`config.mk`:
```
export PLATFORM = sky130hd
export DESIGN_NAME = demux1a4_unstripe
export DESIGN_NICKNAME = d
export VERILOG_FILES = /design/src/rtl/demux_pkg.sv /design/src/rtl/demux_lane_reg.sv /design/src/rtl/demux1a4_unstripe.sv
export SDC_FILE = /design/constraint.sdc
export NUM_CORES = 1
export LEC_CHECK = 0
export BUFFER_PORTS_ARGS = -buffer_cell sky130_fd_sc_hd__clkbuf_2
export CORE_ASPECT_RATIO = 2
export CORE_MARGIN = 4
export CORE_UTILIZATION = 56
export CTS_CLUSTER_DIAMETER = 200
export DETAILED_ROUTE_END_ITERATION = 12
export PLACE_DENSITY = 0.77
export SETUP_SLACK_MARGIN = 0.02
export SLEW_MARGIN = 0
export SYNTH_ARGS = -nofsm -noshare
export SYNTH_HDL_FRONTEND = slang
export SYNTH_SLANG_ARGS = --single-unit
```
`constraint.sdc`:
```
create_clock -name clkf -period 1.7 [get_ports clkf]
set_input_delay 0.17 -clock clkf [delete_from_list [all_inputs] [get_ports clkf]]
set_output_delay 0.17 -clock clkf [all_outputs]
set_load 0.02 [all_outputs]
```
`src/rtl/demux_pkg.sv`:
```
// Shared defaults, index width and state encoding for the byte-to-word unstriper.
package demux_pkg;

  localparam int DEF_DATA_W = 8;
  localparam int DEF_LANES  = 4;
  localparam int IDX_W      = $clog2(DEF_LANES);

  typedef enum logic {
    ST_FILL = 1'b0,
    ST_FULL = 1'b1
  } state_t;

endpackage

```
`src/rtl/demux_lane_reg.sv`:
```
// One lane byte register with load enable and synchronous active-high clear.
module demux_lane_reg
  import demux_pkg::*;
#(
  parameter int DATA_W = DEF_DATA_W
) (
  input  logic              clkf,
  input  logic              clr,
  input  logic              load,
  input  logic [DATA_W-1:0] d,
  output logic [DATA_W-1:0] q
);

  always_ff @(posedge clkf) begin
    if (clr)       q <= '0;
    else if (load) q <= d;
  end

endmodule

```
`src/rtl/demux1a4_unstripe.sv`:
```
// Gathers a valid-qualified byte stream into LANES-wide words with a valid/ready output.
// Optional saturating sop-realign drop counter is built when DEMUX_ERRCNT_EN is defined.
//
//   state   | meaning
//   --------+--------------------------------------------------------------
//   ST_FILL | collecting lanes into staging; in_ready high
//   ST_FULL | staging complete, output register still occupied; in_ready low
module demux1a4_unstripe
  import demux_pkg::*;
#(
  parameter int DATA_W = DEF_DATA_W,
  parameter int LANES  = DEF_LANES
) (
  input  logic                    clkf,
  input  logic                    reset,
  input  logic [DATA_W-1:0]       in_data,
  input  logic                    in_valid,
  input  logic                    in_sop,
  output logic                    in_ready,
  output logic [LANES*DATA_W-1:0] out_data,
  output logic                    out_valid,
  input  logic                    out_ready,
  output logic [7:0]              err_cnt
);

  localparam int            IW       = $clog2(LANES);
  localparam logic [IW-1:0] LAST_IDX = IW'(LANES - 1);

  state_t            state, state_nx;
  logic [IW-1:0]     lane_idx, lane_idx_nx;
  logic [IW-1:0]     wr_idx;
  logic              out_valid_r, out_valid_nx;
  logic              accept, last_lane, out_free;
  logic              out_load, out_from_in;
  logic [LANES-1:0]  stg_load;
  logic [DATA_W-1:0] stg_q [LANES];
  logic [DATA_W-1:0] out_d [LANES];
  logic [DATA_W-1:0] out_q [LANES];

  assign in_ready  = (state == ST_FILL);
  assign out_valid = out_valid_r;

  always_comb begin
    accept    = in_valid && (state == ST_FILL);
    wr_idx    = in_sop ? '0 : lane_idx;
    last_lane = accept && (wr_idx == LAST_IDX);
    out_free  = !out_valid_r || out_ready;
  end

  always_ff @(posedge clkf) begin
    if (reset) begin
      state       <= ST_FILL;
      lane_idx    <= '0;
      out_valid_r <= 1'b0;
    end else begin
      state       <= state_nx;
      lane_idx    <= lane_idx_nx;
      out_valid_r <= out_valid_nx;
    end
  end

  always_comb begin
    state_nx     = state;
    lane_idx_nx  = lane_idx;
    out_valid_nx = out_valid_r;
    out_load     = 1'b0;
    out_from_in  = 1'b0;

    if (accept)
      lane_idx_nx = in_sop ? IW'(1) : lane_idx + IW'(1);
    if (out_valid_r && out_ready)
      out_valid_nx = 1'b0;

    case (state)
      ST_FILL: begin
        if (last_lane) begin
          if (out_free) begin
            // Bypass the final byte straight into the output word so the
            // word is visible one cycle after its last lane is accepted.
            out_load     = 1'b1;
            out_from_in  = 1'b1;
            out_valid_nx = 1'b1;
          end else begin
            state_nx = ST_FULL;
          end
        end
      end
      ST_FULL: begin
        if (out_free) begin
          out_load     = 1'b1;
          out_valid_nx = 1'b1;
          state_nx     = ST_FILL;
        end
      end
      default: state_nx = ST_FILL;
    endcase
  end

  for (genvar k = 0; k < LANES; k++) begin : g_lane
    assign stg_load[k] = accept && (wr_idx == IW'(k));
    assign out_d[k]    = (out_from_in && (wr_idx == IW'(k))) ? in_data : stg_q[k];

    demux_lane_reg #(.DATA_W(DATA_W)) u_stg (
      .clkf (clkf),
      .clr  (reset),
      .load (stg_load[k]),
      .d    (in_data),
      .q    (stg_q[k])
    );

    demux_lane_reg #(.DATA_W(DATA_W)) u_out (
      .clkf (clkf),
      .clr  (reset),
      .load (out_load),
      .d    (out_d[k]),
      .q    (out_q[k])
    );

    assign out_data[k*DATA_W +: DATA_W] = out_q[k];
  end

`ifdef DEMUX_ERRCNT_EN
  logic       drop;
  logic [7:0] err_q;

  // A realigning sop only loses data when a word was already partly filled.
  assign drop = accept && in_sop && (lane_idx != '0);

  always_ff @(posedge clkf) begin
    if (reset)                      err_q <= 8'd0;
    else if (drop && err_q != 8'hFF) err_q <= err_q + 8'd1;
  end

  assign err_cnt = err_q;
`else
  assign err_cnt = 8'd0;
`endif

endmodule

```
==> reports/qor.txt, run 1 <==
Status: finished, final reports clean
Initial Utilization: 57.6%
Post-synth EDFFs: 0
Clock buffer count from CTS: 9
Tmin final: 1.60 ns
Largest net degree at the start of global routing: 89
R2R Setup Slk: 0.27 ns
Commonest non-fill, non-tap cells in the layout: dfxtp_1 (68), nand2_1 (48), clkbuf_2 (46)
Nature of the critical path startpoint: flop
DR vias: 3024
Post-route DRC: 0
Dpl hpwl: 5880 um
CP Class: flop to primary output
Share of cells above drive strength 1: 24.6%
VDD IR-drop max: 0.666 mV
# IOs: 55
PD cells: 937 nW/um^2
Clock latency on the worst-skew pair: 0.33 ns
First-pass GRT wire length: 14700 um
Num Clock Sinks: 68
Distinct cells, synth: 34
Worst-Margin Slew: 0.531 ns
WP buf/inv: 4
Worst-path clk slew: 0.05 ns
TritonCTS clock tree: built
Cell row count: 40
Async SR Flop Fraction: 0%
Post-Synthesis Cells: 350
Area growth from synthesis to layout: 15.4%
MaxCap Viol Count: 0
Post-synthesis register bit count: 68
Antenna violations before repair: 0
Detailed Routing Iterations Pass 1: 5
# port buffers: 46
Clock root cell: clkbuf_16
CP arrival: 1.43 ns
Die Y: 119 um
Max Freq: 625 MHz
Fin nets: 398
Hold Path Class: input port to flop
Avg Inst Size Synth: 9.80 sq um
Cell Area, Synth: 3430 sq um
Worst Clk Skew: 0.00287 ns
Initial DRC count: 195
CTS max path bufs: 2
H-tree depth: 3
DR vias/cell: 6.68
FILL cells: 486
Total congestion overflow: 0
Ys Warns: 0
Die Footprint: 7520 sq um
Post-CTS Hold Buffers: 0
Slowest stage delay, CP: 0.40 ns
Synth top area cells: dfxtp_1 (40%), mux2i_1 (12%), a41oi_1 (6.1%), o311ai_1 (6.1%), nor4bb_1 (5.8%)
Final Hold Fails: 0
Worst Setup End Kind: primary output
Yosys top cell area share: 39.7%
Fin Hold WS: 0.209 ns
Final setup viols: 0
Number of global-route vias before repair: 2960
Worst path slowest cell: dfxtp_1
Sequential element share of the synthesized area: 39.7%
Setup TNS: 0 ns
CP max FO: 25
GPL Wtd Cong: 0.829
DIE WIDTH: 63.3 um
Final ANT Viol Nets: 0
Worst slew margin: 64.6%
Period utilisation layout: 94.1%
Crit path required time: 1.53 ns
P_leak: 0.00158 uW
Largest area contributor in the netlist: dfxtp_1
# diodes: 0
Final wirelength: 9090 um
Max Slew Vio Count: 0
All-Layer GR Usage: 25.0%
Most common cell after layout, fill and taps aside: dfxtp_1
Core Region: 5960 sq um
RSZ-0062 raised after global routing: false
CP Cell Sequence: buf_4 > clkinvlp_4 > buf_12 > clkbuf_2
Routed len/inst: 20.1 um
Dominant synthesized flop cell: dfxtp_1
Largest delay share family, worst path: buffers and inverters
logic make-up (layout without fill, tap and decap cells):
logic type      after synthesis  after routing  share of synthesized area (%)
other cells                   1              8                          0.109
buf+inv                      52             85                           9.05
flops                        68             68                           39.7
mux                          40             40                           11.7
compound gates               69             69                           17.8
simple gates                120            120                           21.6
final cells by class:
cell class / instances / area (sq um) / share of cell area (%)
Tap cell: 63 / 78.8 / 1.99
Timing Repair Buffer: 67 / 425 / 10.7
Inverter: 2 / 11.3 / 0.284
Multi-Input combinational cell: 237 / 1780 / 45.1
Clock buffer: 15 / 268 / 6.76
Sequential cell: 68 / 1360 / 34.4
Clock inverter: 1 / 30.0 / 0.759
metal layers:
layer / part of all wire [%] / vias to the layer above / track usage [%]
met3: 4.2 / 26 / 6.46
li1: - / 1407 / -
met4: 3.1 / 0 / 13.4
met5: 0 / - / 0
met2: 53 / 107 / 42.1
met1: 40 / 1484 / 28.2
state kept, by name, summed over array words and instances, names as in the netlist:
register / count
g_lane.u_out.q: 32
g_lane.u_stg.q: 32
state: 1
out_valid: 1
lane_idx: 2
power by group:
part / total, uW / internal (uW) / switching [uW]
clock: 1880 / 1220 / 659
combinational: 198 / 61.0 / 137
sequential: 1630 / 1620 / 16.1
total: 3710 / 2900 / 812
cells in the mapped netlist, types with 2 or more instances:
cell      number
o21ai_0        4
a311oi_2       8
dfxtp_1       68
and4bb_2       4
nor4bb_1      20
a41oi_1       24
clkbuf_1      12
nand2b_1      10
buf_4         10
a21oi_1        2
buf_2         20
o21ai_1        5
nand4_1       24
buf_6          7
nor2_1         4
mux2i_1       40
nand2_1       48
o311ai_1      24
metrics by stage:
stage | cell area (sq um) | total power (uW) | utilization [%] | setup slack (ns) | cells
floorplan | 3460 | 1810 | - | 0.359 | 357
global placement | 3650 | 1860 | 61.3 | 0.321 | 436
detailed placement | 3650 | 1860 | 61.3 | 0.287 | 436
CTS | 3960 | 3720 | 66.5 | 0.115 | 453
global route | 3960 | 3800 | 66.5 | 0.0490 | 453
finish | 3960 | 3710 | 66.5 | 0.100 | 453
worst paths after layout:
| kind | startpoint | endpoint | cells past startpoint |
|---|---|---|---|
| worst max register to register | state | g_lane[3].u_stg.q[4] | 3 |
| worst min register to register | g_lane[3].u_stg.q[7] | g_lane[3].u_stg.q[7] | 2 |
| worst min-delay path | in_data[3] | g_lane[0].u_stg.q[3] | 3 |
| worst max-delay path | state | in_ready | 4 |
worst register-to-register path, delay by kind of cell (launching register included):
| family | cells | cell delay [ns] |
|---|---|---|
| DFF | 1 | 0.34 |
| muxes | 1 | 0.26 |
| and+or+nand+nor | 2 | 0.75 |
repair_timing:
action,CTS,global route
setup buffers,1,0
resized for setup,1,0
setup endpoints to repair,1,0
No activity file was read; power rests on OpenSTA's default activity.
==> run 2: changes to the inputs <==
- PLACE_DENSITY: 0.77 -> 0.82
==> reports/qor.txt, run 2 (synthesis gave the netlist of run 1 again) <==
Post-CTS Hold Buffers: 0 (unchanged)
TritonCTS clock tree: built
Routed len/inst: 19.8 um (-1.4%)
Most common cell after layout, fill and taps aside: dfxtp_1
Dpl hpwl: 5620 um (-4.5%)
Clock root cell: clkbuf_16
Period utilisation layout: 86.6% (-7.5 points)
Worst Setup End Kind: primary output
Commonest non-fill, non-tap cells in the layout: dfxtp_1 (68), nand2_1 (48), clkbuf_2 (46)
Final ANT Viol Nets: 0 (unchanged)
Reg2reg start: lane_idx[0]
CP max FO: 21 (-16%)
R2R Setup Slk: 0.25 ns (-0.02 ns)
RSZ-0062 raised after global routing: false
Max Slew Vio Count: 0 (unchanged)
Worst Clk Skew: 0.00544 ns (+0.00257 ns)
# IOs: 55 (unchanged)
CP Class: flop to primary output
# port buffers: 46 (unchanged)
Status: finished, final reports clean
Worst-path clk slew: 0.06 ns (about the same)
Crit path required time: 1.53 ns (about the same)
Initial DRC count: 145 (-26%)
First-pass GRT wire length: 14600 um (-0.79%)
DR vias: 3029 (+0.17%)
Die Y: 119 um (unchanged)
Setup TNS: 0 ns (unchanged)
Worst Setup SP: state
Worst slew margin: 64.8% (+0.17 points)
FILL cells: 457 (-6.0%)
Clock buffer count from CTS: 9 (unchanged)
Clock latency on the worst-skew pair: 0.33 ns (about the same)
Detailed Routing Iterations Pass 1: 4 (-1)
Cell row count: 40 (unchanged)
Final wirelength: 8920 um (-1.9%)
Pre-CTS setup slack: 0.295 ns (+0.00788 ns)
VDD IR-drop max: 0.548 mV (-18%)
Nature of the critical path startpoint: flop
Largest registers: g_lane.u_out.q: 32 flops, g_lane.u_stg.q: 32 flops, lane_idx: 2 flops
MaxCap Viol Count: 0 (unchanged)
CP arrival: 1.30 ns (-0.13 ns)
Post-route DRC: 0 (unchanged)
Area growth from synthesis to layout: 15.9%
Tmin final: 1.47 ns (-0.128 ns)
PD cells: 932 nW/um^2 (-0.49%)
P_leak: 0.00158 uW (about the same)
All-Layer GR Usage: 24.4% (-0.60 points)
Total congestion overflow: 0 (unchanged)
Hold Path Class: input port to flop
Initial Utilization: 57.6% (unchanged)
Die Footprint: 7520 sq um (unchanged)
Crit Reg-Reg Endpoint: g_lane[3].u_out.q[7]
Largest net degree at the start of global routing: 52 (-42%)
# diodes: 0 (unchanged)
H-tree depth: 3 (unchanged)
Final setup viols: 0 (unchanged)
Number of global-route vias before repair: 3006 (+1.6%)
Antenna violations before repair: 0 (unchanged)
DR vias/cell: 6.72 (+0.61%)
Final Hold Fails: 0 (unchanged)
Worst-Margin Slew: 0.528 ns (-0.00253 ns)
DIE WIDTH: 63.3 um (unchanged)
GPL Wtd Cong: 0.826 (-0.42%)
Share of cells above drive strength 1: 25.3% (+0.64 points)
Core Region: 5960 sq um (unchanged)
Fin nets: 396 (-0.50%)
Setup ws final: 0.228 ns (+0.128 ns)
CTS max path bufs: 2 (unchanged)
Worst-case reg-to-reg path depth: 3 (unchanged)
Max Freq: 679 MHz (+8.7%)
CP endpoint: in_ready
Num Clock Sinks: 68 (unchanged)
run 2: cell count changes in the layout (fill, tap and decap cells not counted), sizes merged:
cell	change
clkbuf	-5
clkinv	+3
buf	-2
clkinvlp	+2
run 2: layer usage:
metal	up-vias	global-route usage (%)	wire, um
li1	1411	-	-
met1	1492	27.8	3500
met2	103	40.5	4670
met3	23	5.99	462
met4	0	13.9	290
met5	-	0	0
run 2: timing repair:
item	4_1_cts	5_1_grt
resized for setup	1	0
endpoints found under the setup margin	1	0
setup buffers	1	0
run 2: worst min-delay path by stage:
| stage | startpoint | end | depth (start not counted) |
|---|---|---|---|
| floorplan | in_data[3] | g_lane[1].u_stg.q[3] | 2 |
| global placement | g_lane[3].u_stg.q[2] | g_lane[3].u_stg.q[2] | 2 |
| detailed placement | g_lane[3].u_stg.q[1] | g_lane[3].u_stg.q[1] | 2 |
| CTS | in_data[3] | g_lane[2].u_stg.q[3] | 3 |
| global route | in_data[3] | g_lane[3].u_stg.q[3] | 3 |
| finish | in_data[3] | g_lane[2].u_stg.q[3] | 3 |
run 2: metrics by stage:
step | utilization [%] | power (uW) | cells | hold slack (ns) | instance area [sq um]
after floorplan | - | 1810 | 357 | 0.374 | 3460
after global placement | 61.4 | 1860 | 434 | 0.438 | 3660
after detailed placement | 61.4 | 1870 | 434 | 0.451 | 3660
after CTS | 66.7 | 3720 | 451 | 0.204 | 3970
after global routing | 66.7 | 3810 | 451 | 0.225 | 3970
final | 66.7 | 3710 | 451 | 0.219 | 3970
run 2: final cells by class:
cell class | instances | area (sq um) | area share, %
Inverter | 2 | 11.3 | 0.283
Timing Repair Buffer | 65 | 435 | 11.0
Clock inverter | 6 | 63.8 | 1.61
Tap cell | 63 | 78.8 | 1.98
Clock buffer | 10 | 239 | 6.01
Multi-Input combinational cell | 237 | 1780 | 44.9
Sequential cell | 68 | 1360 | 34.3
run 2: critical path, cell delays in order (launching register included):
cell and delay (ns):
dfxtp_1 0.44, clkinvlp_4 0.18, buf_12 0.19, clkbuf_2 0.16
run 2: where the power goes:
part	internal [uW]	switching [uW]
clock	1170	696
sequential	1620	16.2
combinational	65.0	139
